`config.mk`:
```
export PLATFORM = sky130hd
export DESIGN_NAME = sprite_plotter_flat
export DESIGN_NICKNAME = d
export VERILOG_FILES = /design/src/rtl/sprite_plotter_if.sv /design/src/rtl/sprite_plotter.sv /design/src/flat_wrapper.sv
export SDC_FILE = /design/constraint.sdc
export NUM_CORES = 1
export LEC_CHECK = 0
export BUFFER_PORTS_ARGS = -buffer_cell sky130_fd_sc_hd__clkbuf_2
export CORE_ASPECT_RATIO = 0.9
export CORE_MARGIN = 2
export CORE_UTILIZATION = 56
export CTS_CLUSTER_DIAMETER = 150
export DETAILED_ROUTE_END_ITERATION = 6
export PLACE_DENSITY = 0.88
export SYNTH_ARGS = -nofsm -noshare
export SYNTH_HDL_FRONTEND = slang
export SYNTH_SLANG_ARGS = --single-unit
```
`constraint.sdc`:
```
create_clock -name CLOCK_50 -period 10.5 [get_ports CLOCK_50]
set_input_delay 1.575 -clock CLOCK_50 [delete_from_list [all_inputs] [get_ports CLOCK_50]]
set_output_delay 1.575 -clock CLOCK_50 [all_outputs]
set_load 0.05 [all_outputs]
```
`src/rtl/sprite_plotter_if.sv`:
```
// Move request in, single-pixel VGA write port and status out.
// The plotter side uses the slave modport; the requester uses master.
interface sprite_plotter_if;
    localparam int unsigned X_W = 8;
    localparam int unsigned Y_W = 7;
    localparam int unsigned C_W = 3;

    logic             start;
    logic [X_W-1:0]   old_x;
    logic [Y_W-1:0]   old_y;
    logic [X_W-1:0]   new_x;
    logic [Y_W-1:0]   new_y;
    logic [C_W-1:0]   colour;
    logic [C_W-1:0]   bg_colour;
    logic [X_W-1:0]   vga_x;
    logic [Y_W-1:0]   vga_y;
    logic [C_W-1:0]   vga_colour;
    logic             vga_plot;
    logic             busy;
    logic             done;

    modport master (
        output start, old_x, old_y, new_x, new_y, colour, bg_colour,
        input  vga_x, vga_y, vga_colour, vga_plot, busy, done
    );

    modport slave (
        input  start, old_x, old_y, new_x, new_y, colour, bg_colour,
        output vga_x, vga_y, vga_colour, vga_plot, busy, done
    );
endinterface

```
`src/rtl/sprite_plotter.sv`:
```
// Moves a BOX x BOX sprite: erases the old square with the background colour,
// redraws it at the new position, then pulses done. One pixel per cycle.
module sprite_plotter #(
    parameter int BOX   = 4,
    parameter int X_MAX = 159,
    parameter int Y_MAX = 119
) (
    input  logic             CLOCK_50,
    input  logic             reset,
    sprite_plotter_if.slave  bus
);
    localparam int unsigned X_W   = 8;
    localparam int unsigned Y_W   = 7;
    localparam int unsigned C_W   = 3;
    localparam int unsigned CNT_W = 8;
    localparam logic [CNT_W-1:0] BOX_C  = CNT_W'(BOX);
    localparam logic [CNT_W-1:0] LAST_C = CNT_W'(BOX * BOX - 1);

    typedef enum logic [1:0] {IDLE, ERASE, DRAW, DONE} state_t;

    state_t           state, state_nx;
    logic [CNT_W-1:0] cnt, cnt_nx;
    logic [X_W-1:0]   ox_q, ox_nx, nx_q, nx_nx;
    logic [Y_W-1:0]   oy_q, oy_nx, ny_q, ny_nx;
    logic [C_W-1:0]   col_q, col_nx, bg_q, bg_nx;

    logic [X_W-1:0]   vga_x_q, vga_x_nx;
    logic [Y_W-1:0]   vga_y_q, vga_y_nx;
    logic [C_W-1:0]   vga_col_q, vga_col_nx;
    logic             plot_q, plot_nx, busy_q, busy_nx, done_q, done_nx;

    logic [CNT_W-1:0] dx, dy;
    logic [X_W:0]     sum_x;
    logic [Y_W:0]     sum_y;
    logic [X_W-1:0]   base_x;
    logic [Y_W-1:0]   base_y;

    // State, counter, latched request and registered pixel port
    always_ff @(posedge CLOCK_50) begin
        if (reset) begin
            state     <= IDLE;
            cnt       <= '0;
            ox_q      <= '0;
            oy_q      <= '0;
            nx_q      <= '0;
            ny_q      <= '0;
            col_q     <= '0;
            bg_q      <= '0;
            vga_x_q   <= '0;
            vga_y_q   <= '0;
            vga_col_q <= '0;
            plot_q    <= 1'b0;
            busy_q    <= 1'b0;
            done_q    <= 1'b0;
        end else begin
            state     <= state_nx;
            cnt       <= cnt_nx;
            ox_q      <= ox_nx;
            oy_q      <= oy_nx;
            nx_q      <= nx_nx;
            ny_q      <= ny_nx;
            col_q     <= col_nx;
            bg_q      <= bg_nx;
            vga_x_q   <= vga_x_nx;
            vga_y_q   <= vga_y_nx;
            vga_col_q <= vga_col_nx;
            plot_q    <= plot_nx;
            busy_q    <= busy_nx;
            done_q    <= done_nx;
        end
    end

    // Next state; outputs are derived from the state being entered so that
    // the registered pixel lines up with the cycle that owns it.
    always_comb begin
        state_nx   = state;
        cnt_nx     = cnt;
        ox_nx      = ox_q;
        oy_nx      = oy_q;
        nx_nx      = nx_q;
        ny_nx      = ny_q;
        col_nx     = col_q;
        bg_nx      = bg_q;
        vga_x_nx   = vga_x_q;
        vga_y_nx   = vga_y_q;
        vga_col_nx = vga_col_q;
        plot_nx    = 1'b0;
        busy_nx    = 1'b0;
        done_nx    = 1'b0;

        case (state)
            IDLE: begin
                if (bus.start) begin
                    ox_nx    = bus.old_x;
                    oy_nx    = bus.old_y;
                    nx_nx    = bus.new_x;
                    ny_nx    = bus.new_y;
                    col_nx   = bus.colour;
                    bg_nx    = bus.bg_colour;
                    cnt_nx   = '0;
                    state_nx = ERASE;
                end
            end
            ERASE: begin
                if (cnt == LAST_C) begin
                    cnt_nx   = '0;
                    state_nx = DRAW;
                end else begin
                    cnt_nx = cnt + CNT_W'(1);
                end
            end
            DRAW: begin
                if (cnt == LAST_C) state_nx = DONE;
                else               cnt_nx   = cnt + CNT_W'(1);
            end
            default: state_nx = IDLE;
        endcase

        dx     = cnt_nx % BOX_C;
        dy     = cnt_nx / BOX_C;
        base_x = (state_nx == ERASE) ? ox_nx : nx_nx;
        base_y = (state_nx == ERASE) ? oy_nx : ny_nx;
        sum_x  = (X_W + 1)'(base_x) + (X_W + 1)'(dx);
        sum_y  = (Y_W + 1)'(base_y) + (Y_W + 1)'(dy);

        busy_nx = (state_nx != IDLE);
        done_nx = (state_nx == DONE);
        if (state_nx == ERASE || state_nx == DRAW) begin
            vga_x_nx   = sum_x[X_W-1:0];
            vga_y_nx   = sum_y[Y_W-1:0];
            vga_col_nx = (state_nx == ERASE) ? bg_nx : col_nx;
            plot_nx    = (sum_x <= (X_W + 1)'(X_MAX)) && (sum_y <= (Y_W + 1)'(Y_MAX));
        end
    end

    assign bus.vga_x      = vga_x_q;
    assign bus.vga_y      = vga_y_q;
    assign bus.vga_colour = vga_col_q;
    assign bus.vga_plot   = plot_q;
    assign bus.busy       = busy_q;
    assign bus.done       = done_q;
endmodule

```
`src/flat_wrapper.sv`:
```
// flat-port wrapper written by rule: the top's interface ports become plain ports
module sprite_plotter_flat 
#(
    parameter int BOX   = 4,
    parameter int X_MAX = 159,
    parameter int Y_MAX = 119
)
  (CLOCK_50, reset, bus_start, bus_old_x, bus_old_y, bus_new_x, bus_new_y, bus_colour, bus_bg_colour, bus_vga_x, bus_vga_y, bus_vga_colour, bus_vga_plot, bus_busy, bus_done);
  sprite_plotter_if bus_i ();
  input  logic CLOCK_50;
  input  logic reset;
  input wire logic [$bits(bus_i.start)-1:0] bus_start;
  input wire logic [$bits(bus_i.old_x)-1:0] bus_old_x;
  input wire logic [$bits(bus_i.old_y)-1:0] bus_old_y;
  input wire logic [$bits(bus_i.new_x)-1:0] bus_new_x;
  input wire logic [$bits(bus_i.new_y)-1:0] bus_new_y;
  input wire logic [$bits(bus_i.colour)-1:0] bus_colour;
  input wire logic [$bits(bus_i.bg_colour)-1:0] bus_bg_colour;
  output wire logic [$bits(bus_i.vga_x)-1:0] bus_vga_x;
  output wire logic [$bits(bus_i.vga_y)-1:0] bus_vga_y;
  output wire logic [$bits(bus_i.vga_colour)-1:0] bus_vga_colour;
  output wire logic [$bits(bus_i.vga_plot)-1:0] bus_vga_plot;
  output wire logic [$bits(bus_i.busy)-1:0] bus_busy;
  output wire logic [$bits(bus_i.done)-1:0] bus_done;
  assign bus_i.start = bus_start;
  assign bus_i.old_x = bus_old_x;
  assign bus_i.old_y = bus_old_y;
  assign bus_i.new_x = bus_new_x;
  assign bus_i.new_y = bus_new_y;
  assign bus_i.colour = bus_colour;
  assign bus_i.bg_colour = bus_bg_colour;
  assign bus_vga_x = bus_i.vga_x;
  assign bus_vga_y = bus_i.vga_y;
  assign bus_vga_colour = bus_i.vga_colour;
  assign bus_vga_plot = bus_i.vga_plot;
  assign bus_busy = bus_i.busy;
  assign bus_done = bus_i.done;
  sprite_plotter #(.BOX(BOX), .X_MAX(X_MAX), .Y_MAX(Y_MAX)) u_core (.CLOCK_50(CLOCK_50), .reset(reset), .bus(bus_i));
endmodule
```
==> results of run 1 <==
worst min path at each step:
stage	from	endpoint	slack, ns
after floorplan	u_core.col_q[0]	u_core.col_q[0]	0.45
after global placement	u_core.col_q[2]	u_core.col_q[2]	0.47
after detailed placement	u_core.ox_q[1]	u_core.ox_q[1]	0.48
after CTS	u_core.bus.vga_x[3]	u_core.bus.vga_x[3]	0.49
after global routing	u_core.col_q[0]	u_core.col_q[0]	0.51
final	u_core.ox_q[1]	u_core.ox_q[1]	0.49
final cells by class:
type                       instances  area [um^2]
inverter                          12         45.0
tap                               70         87.6
clock buffer                      12          145
clock inverter                     4         97.6
timing repair buffer              62          318
sequential                        67         1340
multi-input combinational        250         1870
fill                             461         1850
flip-flops by register name (all words and copies together) (netlist names):
signal                 cells
u_core.bus.busy            1
u_core.bus.vga_x           8
u_core.bus.done            1
u_core.bg_q                3
u_core.oy_q                7
u_core.ox_q                8
u_core.cnt                 8
u_core.col_q               3
u_core.bus.vga_plot        1
u_core.bus.vga_y           7
u_core.state               2
u_core.ny_q                7
u_core.nx_q                8
u_core.bus.vga_colour      3
layout by cell type (no fill, tap or decap), types with 3 or more instances in the layout:
master / n
dfxtp_1: 67
ha_1: 13
clkbuf_8: 10
nor2_1: 70
bufinv_16: 3
xnor2_1: 7
o31ai_1: 4
nand3_1: 5
nand3b_1: 3
nand2b_1: 3
o21ai_0: 11
xor2_1: 4
clkbuf_2: 59
inv_1: 11
buf_4: 3
nor2b_1: 13
mux2i_1: 61
a211oi_1: 7
a21oi_1: 7
power by group through the flow:
stage / logic (mW) / clock network [mW] / registers [mW]
CTS: 0.144 / 0.265 / 0.282
detailed placement: 0.142 / 0 / 0.287
finish: 0.143 / 0.261 / 0.282
global route: 0.155 / 0.276 / 0.283
global placement: 0.139 / 0 / 0.286
floorplan: 0.0848 / 0 / 0.313
per-layer routing:
metal | vias to the layer above | track usage, %
met5 | - | 0
met4 | 0 | 11.0
met3 | 23 | 8.51
met2 | 80 | 34.7
met1 | 1232 | 28.2
li1 | 1321 | -
cells by family after synthesis:
family,count (synthesis)
and+or+nand+nor,111
DFF,67
muxes,66
AOI/OAI and AO/OA,47
buffers and inverters,31
adders and majority gates,15
xor gates and xnor gates,11
through the flow:
step	setup WS, ns	cell area (um^2)	total power [mW]	hold slack [ns]
floorplan	5.28	3370	0.398	0.455
global placement	5.57	3660	0.425	0.469
detailed placement	5.39	3660	0.429	0.479
CTS	5.73	3910	0.690	0.489
global route	5.42	3910	0.714	0.507
finish	5.73	3910	0.686	0.493
worst min-delay path, delay by kind of cell (launching register included):
family        cells  cell delay, ns
flops             1            0.31
mux               1            0.07
simple gates      1            0.08
==> results by group, run 1 <==
Run status
  • Status: finished, violations left
  • Failing checks: DRC

GRT
  • GR Util All Layers: 22.7%
  • Largest net degree at the start of global routing: 68
  • Initial antenna violation count: 0
  • Global-route wire length before repair: 11.8 mm
  • Gr ovfl total: 0
  • Vias in the first global route: 2549

Critical path
  • R2r startpoint: u_core.cnt[5]
  • Delay-heaviest family, CP: buffers and inverters
  • Slowest CP cell: buf_4
  • Worst Path Required: 10.74 ns
  • Crit Reg-Reg Endpoint: u_core.bus.vga_plot
  • Setup crit start kind: primary input
  • Critical path origin: bus_start
  • Worst EP arrival: 5.01 ns
  • Crit path to: u_core.bus.vga_plot
  • Instance count on the critical path: 15
  • Cells on worst reg2reg path: 16
  • Crit path cell chain: clkbuf_2 > nor3b_4 > buf_4 > a211oi_1 > inv_1 > ha_1 > buf_4 > mux2i_1 > ha_1 > a211oi_1 > o21ai_0 > a21oi_1 > xnor2_1 > nand4_1 > and4bb_1
  • CP Capture Type: register
  • Crit-path max cell delay: 0.54 ns
  • R2r setup slk: 6.32 ns
  • Crit Path Class: in2reg
  • CP Max Fanout: 40
  • Critical path buffer and inverter count: 4

Route
  • Highest Signal Layer: met4
  • Routed wire per std cell: 15.3 um
  • Vias per cell: 5.57
  • Drt pass-1 iters: 7
  • Initial drt markers: 183
  • Wirelength, routed: 7.30 mm
  • M1 wire length: 3.22 mm
  • Vias: 2656
  • Met3 wire length: 485 um
  • Post-route DRC: 2
  • Routed Antenna Nets: 0
  • WL met2: 3.34 mm

Layout
  • ANT cells: 0
  • Layout Utilization: 67.8%
  • Syn-to-layout area delta: 15.8%
  • Post-layout net count: 456
  • Final std cells w/o fill: 477
  • Fraction of layout cells with a size suffix above 1: 22.1%

Timing
  • Clock Skew: 0.00815 ns
  • Pins Over Slew Limit: 0
  • Final hold vios: 0
  • Final Cycle Share: 45.4%
  • RSZ-0062 raised after global routing: no
  • Slew margin rel.: 29.2%
  • Final setup vio count: 0
  • Tmin final: 4.77 ns
  • Fmax: 0.210 GHz
  • Actual slew at the worst max-slew pin: 1.06 ns
  • Setup TNS: 0 ns

Place
  • Placed insts: 461
  • IO buf count: 59
  • Post-DP HPWL: 4.91 mm
  • Routability cong.: 0.830

Hold path
  • Hold path depth: 2
  • Hold crit path type: reg2reg

Floorplan
  • Number of cell rows: 26
  • Die height: 77.6 um
  • Die width: 85.8 um
  • Num ports: 60
  • Die area: 6660 um^2
  • Starting Density: 58.6%
  • Area of the core: 5760 um^2

Yosys
  • Synth cell count leaders: 70 x nor2_1, 67 x dfxtp_1, 61 x mux2i_1
  • Mux cell area share after synthesis: 20.6%
  • Synth area leaders: dfxtp_1 40%, mux2i_1 18%, nor2_1 7.8%, ha_1 4.8%, nor2b_1 2.4%
  • Count leader, synth: nor2_1
  • Unique masters post-synth: 55
  • Synth top area share: 39.8%
  • Cells after synthesis: 348
  • Synth Area in XOR/XNOR: 2.86%
  • Avg Cell Area, Syn: 9.69 um^2
  • Simple-Gate Fraction of Synth Area: 16.2%
  • Post-synthesis adder-cell area fraction: 6.01%
  • Synth Net Count: 402
  • EDFF count, synth: 0
  • Syn. warnings: 0
  • Register area share after synthesis: 39.8%
  • Largest family of logic cells by synthesized area: multiplexers
  • Area leader, netlist: dfxtp_1
  • Ys flop type: dfxtp_1
  • Post-Syn Area: 3370 um^2
  • #FFs+latches synth: 67
  • Compound-Gate Fraction of Synth Area: 9.80%
  • Synth async-reset ratio: 0%

Clock network
  • CTS resizes: 0
  • Clk Latency, worst-skew pair: 0.35 ns
  • Post-CTS setup buffer count: 0
  • Total CTS buffers: 9
  • Root buffer cell: clkbuf_8
  • TritonCTS clock tree: done
  • Worst-path clk slew: 0.07 ns
  • Maximum clock path buffer count: 2
  • CTS H-tree lvls: 3
  • CTS Sinks: 67
  • Hold-fix buffers, CTS: 0

Pwr
  • Switching Share: 28.7%
  • Lkg Pwr: 1.78 nW
  • Gate power share: 20.9%
  • Pwr dens: 176 nW/um^2
  • P_int: 0.489 mW
  • Part of the power in registers: 41.1%
  • Max VDD drop: 159 uV
  • Clk pwr share: 38.0%
  • NetSw: 0.197 mW

Run
  • Max_cap viols: 0
(Power assumes the default switching activity.)
==> inputs of run 2 (changes only) <==
==> constraint.sdc (replaced) <==
create_clock -name CLOCK_50 -period 4.7 [get_ports CLOCK_50]
set_input_delay 0.705 -clock CLOCK_50 [delete_from_list [all_inputs] [get_ports CLOCK_50]]
set_output_delay 0.705 -clock CLOCK_50 [all_outputs]
set_load 0.05 [all_outputs]
==> results by group, run 2 (synthesized netlist as in run 1, its figures left out) <==
Critical path
  • Critical path buffer and inverter count: 3
  • Crit-path max cell delay: 0.57 ns
  • Worst Path Required: 4.94 ns
  • Cells on worst reg2reg path: 16
  • Worst EP arrival: 4.31 ns
  • Setup crit start kind: register
  • Crit Path Class: reg2reg
  • Delay-heaviest family, CP: simple AND/OR/NAND/NOR gates
  • R2r setup slk: 0.64 ns
  • CP Capture Type: register
  • Crit path cell chain: or4_1 > nor2_1 > inv_2 > nor2_1 > a211oi_1 > inv_1 > ha_1 > buf_4 > mux2i_1 > ha_1 > o21ai_0 > o21ai_0 > a21oi_1 > xnor2_1 > nand4_1 > and4bb_1
  • Crit Reg-Reg Endpoint: u_core.bus.vga_plot
  • CP Max Fanout: 16
  • Slowest CP cell: or4_1
  • R2r startpoint: u_core.cnt[5]

Run status
  • Status: completed

Route
  • Drt pass-1 iters: 6
  • Post-route DRC: 0
  • Initial drt markers: 156
  • Routed Antenna Nets: 0
  • Routed wire per std cell: 15.5 um
  • Wirelength, routed: 7.39 mm
  • Vias: 2696
  • Vias per cell: 5.64

Layout
  • ANT cells: 0
  • Syn-to-layout area delta: 14.3%
  • Commonest non-fill, non-tap cells in the layout: 70 x nor2_1, 67 x dfxtp_1, 61 x mux2i_1
  • Fraction of layout cells with a size suffix above 1: 22.3%
  • Post-layout net count: 457
  • Most common cell after layout, fill and taps aside: nor2_1

Timing
  • Clock Skew: 0.00732 ns
  • Actual slew at the worst max-slew pin: 0.669 ns
  • Tmin final: 4.06 ns
  • RSZ-0062 raised after global routing: no
  • Setup TNS: 0 ns
  • Final hold vios: 0
  • Slew margin rel.: 55.4%
  • Final WS setup: 0.635 ns
  • Final Cycle Share: 86.5%
  • Final setup vio count: 0
  • Pins Over Slew Limit: 0
  • Fmax: 0.246 GHz
  • Fin Hold WS: 0.490 ns

Floorplan
  • Area of the core: 5760 um^2
  • Num ports: 60
  • Die height: 77.6 um
  • Starting Density: 58.6%
  • Die width: 85.8 um
  • Die area: 6660 um^2
  • Number of cell rows: 26

Clock network
  • Total CTS buffers: 9
  • Maximum clock path buffer count: 2
  • CTS resizes: 0
  • TritonCTS clock tree: done
  • CTS H-tree lvls: 3
  • Clk Latency, worst-skew pair: 0.34 ns
  • Hold-fix buffers, CTS: 0
  • Post-CTS setup buffer count: 0
  • Worst-path clk slew: 0.07 ns
  • Root buffer cell: clkbuf_8
  • CTS Sinks: 67

Pwr
  • Part of the power in registers: 44.7%
  • Lkg Pwr: 1.76 nW
  • Clk pwr share: 32.3%
  • NetSw: 0.437 mW
  • Max VDD drop: 287 uV
  • P_int: 0.971 mW
  • Gate power share: 23.0%
  • Pwr dens: 365 nW/um^2
  • Switching Share: 31.1%

GRT
  • Largest net degree at the start of global routing: 40
  • Vias in the first global route: 2583
  • Global-route wire length before repair: 11.9 mm
  • Gr ovfl total: 0
  • Initial antenna violation count: 0
  • GR Util All Layers: 22.9%

Place
  • Routability cong.: 0.872
  • Post-DP HPWL: 5.48 mm
  • Worst setup slack after placement: 0.666 ns
  • IO buf count: 59

Hold path
  • Hold wc startpoint: u_core.bus.vga_x[1]
  • Hold path depth: 2
  • Hold crit path type: reg2reg
  • Hold Path Sink: u_core.bus.vga_x[1]

Run
  • Max_cap viols: 0
run 2: worst max path at each step:
stage	start	endpoint	slack (ns)	cells after the start
global route	u_core.cnt[5]	u_core.bus.vga_plot	0.36	16
global placement	u_core.cnt[5]	u_core.bus.vga_plot	0.91	16
detailed placement	u_core.cnt[5]	u_core.bus.vga_plot	0.67	16
finish	u_core.cnt[5]	u_core.bus.vga_plot	0.64	16
floorplan	bus_start	u_core.bus.vga_plot	0.35	21
CTS	u_core.cnt[5]	u_core.bus.vga_plot	0.67	16
run 2: power groups by stage:
stage / Combinational [mW] / Clock (mW) / Sequential, mW
after global routing: 0.350 / 0.482 / 0.632
after CTS: 0.324 / 0.465 / 0.629
after detailed placement: 0.323 / 0 / 0.641
after floorplan: 0.189 / 0 / 0.699
after global placement: 0.313 / 0 / 0.639
final: 0.324 / 0.455 / 0.629
run 2: worst register-to-register path, cell delays in order, from the launching register on:
cell	delay, ns
dfxtp_1	0.34
or4_1	0.57
nor2_1	0.28
inv_2	0.11
nor2_1	0.18
a211oi_1	0.11
inv_1	0.11
ha_1	0.44
buf_4	0.39
mux2i_1	0.25
ha_1	0.28
o21ai_0	0.08
o21ai_0	0.10
a21oi_1	0.25
xnor2_1	0.19
nand4_1	0.10
and4bb_1	0.19
run 2: stage by stage:
stage	cells	instance area [um^2]	power (mW)	utilization (%)
2_1_floorplan	348	3370	0.888	-
5_1_grt	478	3850	1.46	66.9
3_3_place_gp	462	3670	0.952	63.7
6_report	478	3850	1.41	66.9
4_1_cts	478	3850	1.42	66.9
3_5_place_dp	462	3670	0.964	63.7
run 2: area by class of cell:
class / count / area, um^2
flip-flops and latches: 67 / 1340
clock buffers: 11 / 131
well taps: 70 / 87.6
clock inverters: 5 / 53.8
multi-input cells: 250 / 1870
repair buffers: 63 / 325
inverters: 12 / 45.0
fillers: 444 / 1900
run 2: metal layers:
layer | wire length (um) | vias up | global-route usage, %
li1 | - | 1321 | -
met1 | 3170 | 1267 | 28.5
met2 | 3580 | 89 | 37.2
met3 | 482 | 19 | 6.06
met4 | 153 | 0 | 9.84
met5 | 0 | - | 0
==> inputs of run 3 (changes only) <==
--- a/config.mk
+++ b/config.mk
@@ -5,13 +5,14 @@
 export SDC_FILE = /design/constraint.sdc
 export NUM_CORES = 1
 export LEC_CHECK = 0
+export ABC_AREA = 1
 export BUFFER_PORTS_ARGS = -buffer_cell sky130_fd_sc_hd__clkbuf_2
 export CORE_ASPECT_RATIO = 0.9
 export CORE_MARGIN = 2
 export CORE_UTILIZATION = 56
 export CTS_CLUSTER_DIAMETER = 150
 export DETAILED_ROUTE_END_ITERATION = 6
-export PLACE_DENSITY = 0.88
+export PLACE_DENSITY = 0.87
 export SYNTH_ARGS = -nofsm -noshare
 export SYNTH_HDL_FRONTEND = slang
 export SYNTH_SLANG_ARGS = --single-unit
==> results by group, run 3 <==
Run status
  • Status: completed

Layout
  • Commonest non-fill, non-tap cells in the layout: 86 x nand2_1, 73 x nor2_1, 68 x inv_1
  • Fillcell total: 542
  • Multi-input logic area: 1900 um^2
  • Most common cell after layout, fill and taps aside: nand2_1
  • ANT cells: 0
  • Post-layout net count: 608
  • Finished Cell Area: 4130 um^2
  • Fraction of layout cells with a size suffix above 1: 18.4%
  • Register area: 1340 um^2
  • Syn-to-layout area delta: 14.2%

Timing
  • Final hold vios: 0
  • Fin Hold WS: 0.481 ns
  • Fmax: 0.257 GHz
  • Actual slew at the worst max-slew pin: 0.592 ns
  • Final Cycle Share: 82.9%
  • Slew margin rel.: 60.5%
  • Pins Over Slew Limit: 0
  • Clock Skew: 0.00819 ns
  • Tmin final: 3.89 ns
  • Final setup vio count: 0
  • Setup TNS: 0 ns
  • RSZ-0062 raised after global routing: no

Critical path
  • Worst EP arrival: 4.14 ns
  • Crit path cell chain: ha_1 > nand2_1 > nor2_1 > inv_1 > nor2_1 > nor2_1 > nor3_1 > inv_1 > ha_1 > inv_1 > mux2i_1 > ha_1 > inv_1 > fa_1 > nand3b_1 > nor2_2 > nand3_1 > nand3_1 > a21oi_2
  • CP Capture Type: register
  • Crit Path Class: reg2reg
  • Crit-path max cell delay: 0.41 ns
  • Worst Path Required: 4.95 ns
  • Setup crit start kind: register
  • Slowest CP cell: fa_1
  • Critical path buffer and inverter count: 4
  • R2r setup slk: 0.81 ns
  • CP most frequent cell: inv_1
  • CP Max Fanout: 8
  • Delay-heaviest family, CP: simple AND/OR/NAND/NOR gates

Yosys
  • Area leader, netlist: dfxtp_1
  • Avg Cell Area, Syn: 7.27 um^2
  • #FFs+latches synth: 67
  • Register area share after synthesis: 37.1%
  • Count leader, synth: nand2_1
  • Synth async-reset ratio: 0%
  • Synth area leaders: dfxtp_1 37%, nand2_1 8.9%, nor2_1 7.6%, mux2i_1 7.2%, inv_1 7.1%
  • Unique masters post-synth: 38
  • Synth top area share: 37.1%
  • Syn. warnings: 0
  • Synth Net Count: 552
  • Ys flop type: dfxtp_1
  • EDFF count, synth: 0
  • Post-Syn Area: 3620 um^2
  • Cells after synthesis: 498
  • Synth cell count leaders: 86 x nand2_1, 73 x nor2_1, 68 x inv_1

Place
  • Post-DP HPWL: 6.18 mm
  • Routability cong.: 0.959
  • IO buf count: 59
  • Placed cell area: 3950 um^2

Floorplan
  • Num ports: 60
  • Starting Density: 58.6%
  • Number of cell rows: 27
  • Die height: 80.3 um
  • Die area: 7120 um^2
  • Area of the core: 6180 um^2
  • Die width: 88.7 um

Clock network
  • CTS resizes: 0
  • Maximum clock path buffer count: 2
  • Post-CTS setup buffer count: 0
  • Worst-path clk slew: 0.07 ns
  • Root buffer cell: clkbuf_8
  • Hold-fix buffers, CTS: 0
  • TritonCTS clock tree: done
  • Total CTS buffers: 9
  • Clk Latency, worst-skew pair: 0.35 ns
  • CTS Sinks: 67
  • CTS H-tree lvls: 3

GRT
  • Largest net degree at the start of global routing: 55
  • Gr ovfl total: 0
  • Vias in the first global route: 3029
  • Global-route wire length before repair: 13.7 mm
  • GR Util All Layers: 25.2%
  • Initial antenna violation count: 0

Route
  • Routed wire per std cell: 13.1 um
  • Drt pass-1 iters: 5
  • Post-route DRC: 0
  • Vias: 3319
  • Wirelength, routed: 8.47 mm
  • Vias per cell: 5.14
  • Routed Antenna Nets: 0
  • Initial drt markers: 162

Pwr
  • Lkg Pwr: 2.20 nW
  • Max VDD drop: 278 uV
  • Pwr dens: 352 nW/um^2

Run
  • Max_cap viols: 0

Hold path
  • Hold crit path type: reg2reg
-- run 3: cell types whose count changed in the layout (fill, tap and decap cells not counted), sizes merged, moves of 5 or more --
cell,previous run,this run
inv,12,72
a21oi,7,25
nor2,71,77
nor2b,13,0
xnor2,7,2
nand2,2,96
mux2i,65,26
o21ai,13,29
nand3,5,45
a211oi,9,1
-- run 3: kinds of logic after synthesis --
kind of cell / after synthesis / synth area share (%)
compound gates: 62 / 9.44
flops: 67 / 37.1
xor+xnor: 3 / 0.726
simple gates: 234 / 29.5
fa+ha+maj: 15 / 5.60
buf+inv: 91 / 10.5
mux: 26 / 7.19
-- run 3: worst paths after layout --
| path | to | cells past startpoint | startpoint |
|---|---|---|---|
| hold reg to reg | u_core.ox_q[2] | 2 | u_core.ox_q[2] |
| setup reg to reg | u_core.bus.vga_plot | 19 | u_core.cnt[1] |
| setup / recovery | u_core.bus.vga_plot | 19 | u_core.cnt[1] |
| hold / removal | u_core.ox_q[2] | 2 | u_core.ox_q[2] |
-- run 3: worst reg2reg max path, cell delays in order (launching register included) --
cell	delay [ns]
dfxtp_1	0.38
ha_1	0.18
nand2_1	0.10
nor2_1	0.17
inv_1	0.06
nor2_1	0.21
nor2_1	0.11
nor3_1	0.28
inv_1	0.13
ha_1	0.23
inv_1	0.30
mux2i_1	0.31
ha_1	0.21
inv_1	0.06
fa_1	0.41
nand3b_1	0.24
nor2_2	0.17
nand3_1	0.10
nand3_1	0.11
a21oi_2	0.05
-- run 3: layout make-up --
class / instances / share of cell area, %
multi-input cells: 340 / 45.9
flip-flops and latches: 67 / 32.5
repair buffers: 65 / 8.23
inverters: 71 / 6.45
clock buffers: 11 / 3.42
well taps: 87 / 2.63
clock inverters: 5 / 0.908
-- run 3: report_power, final --
group	internal, mW	leakage [nW]	switching, mW
Combinational	0.119	1.56	0.267
Clock	0.207	0.0859	0.229
Sequential	0.613	0.552	0.0199
-- run 3: routing by layer --
layer	share of wire [%]	GRT usage, %	up-vias	wire (um)
met3	5.8	7.30	13	490
met1	49	34.3	1511	4110
met4	1.5	7.58	0	127
li1	-	-	1699	-
met2	44	38.4	96	3740
met5	0	0	-	0
-- run 3: per-stage QoR --
step	utilization (%)	setup slack, ns	cells	power [mW]
after CTS	66.8	0.838	646	1.46
after detailed placement	64.0	0.864	630	1.03
after global placement	64.0	1.08	630	1.02
after floorplan	-	0.789	498	0.936
final	66.8	0.806	646	1.46
after global routing	66.8	0.427	646	1.53
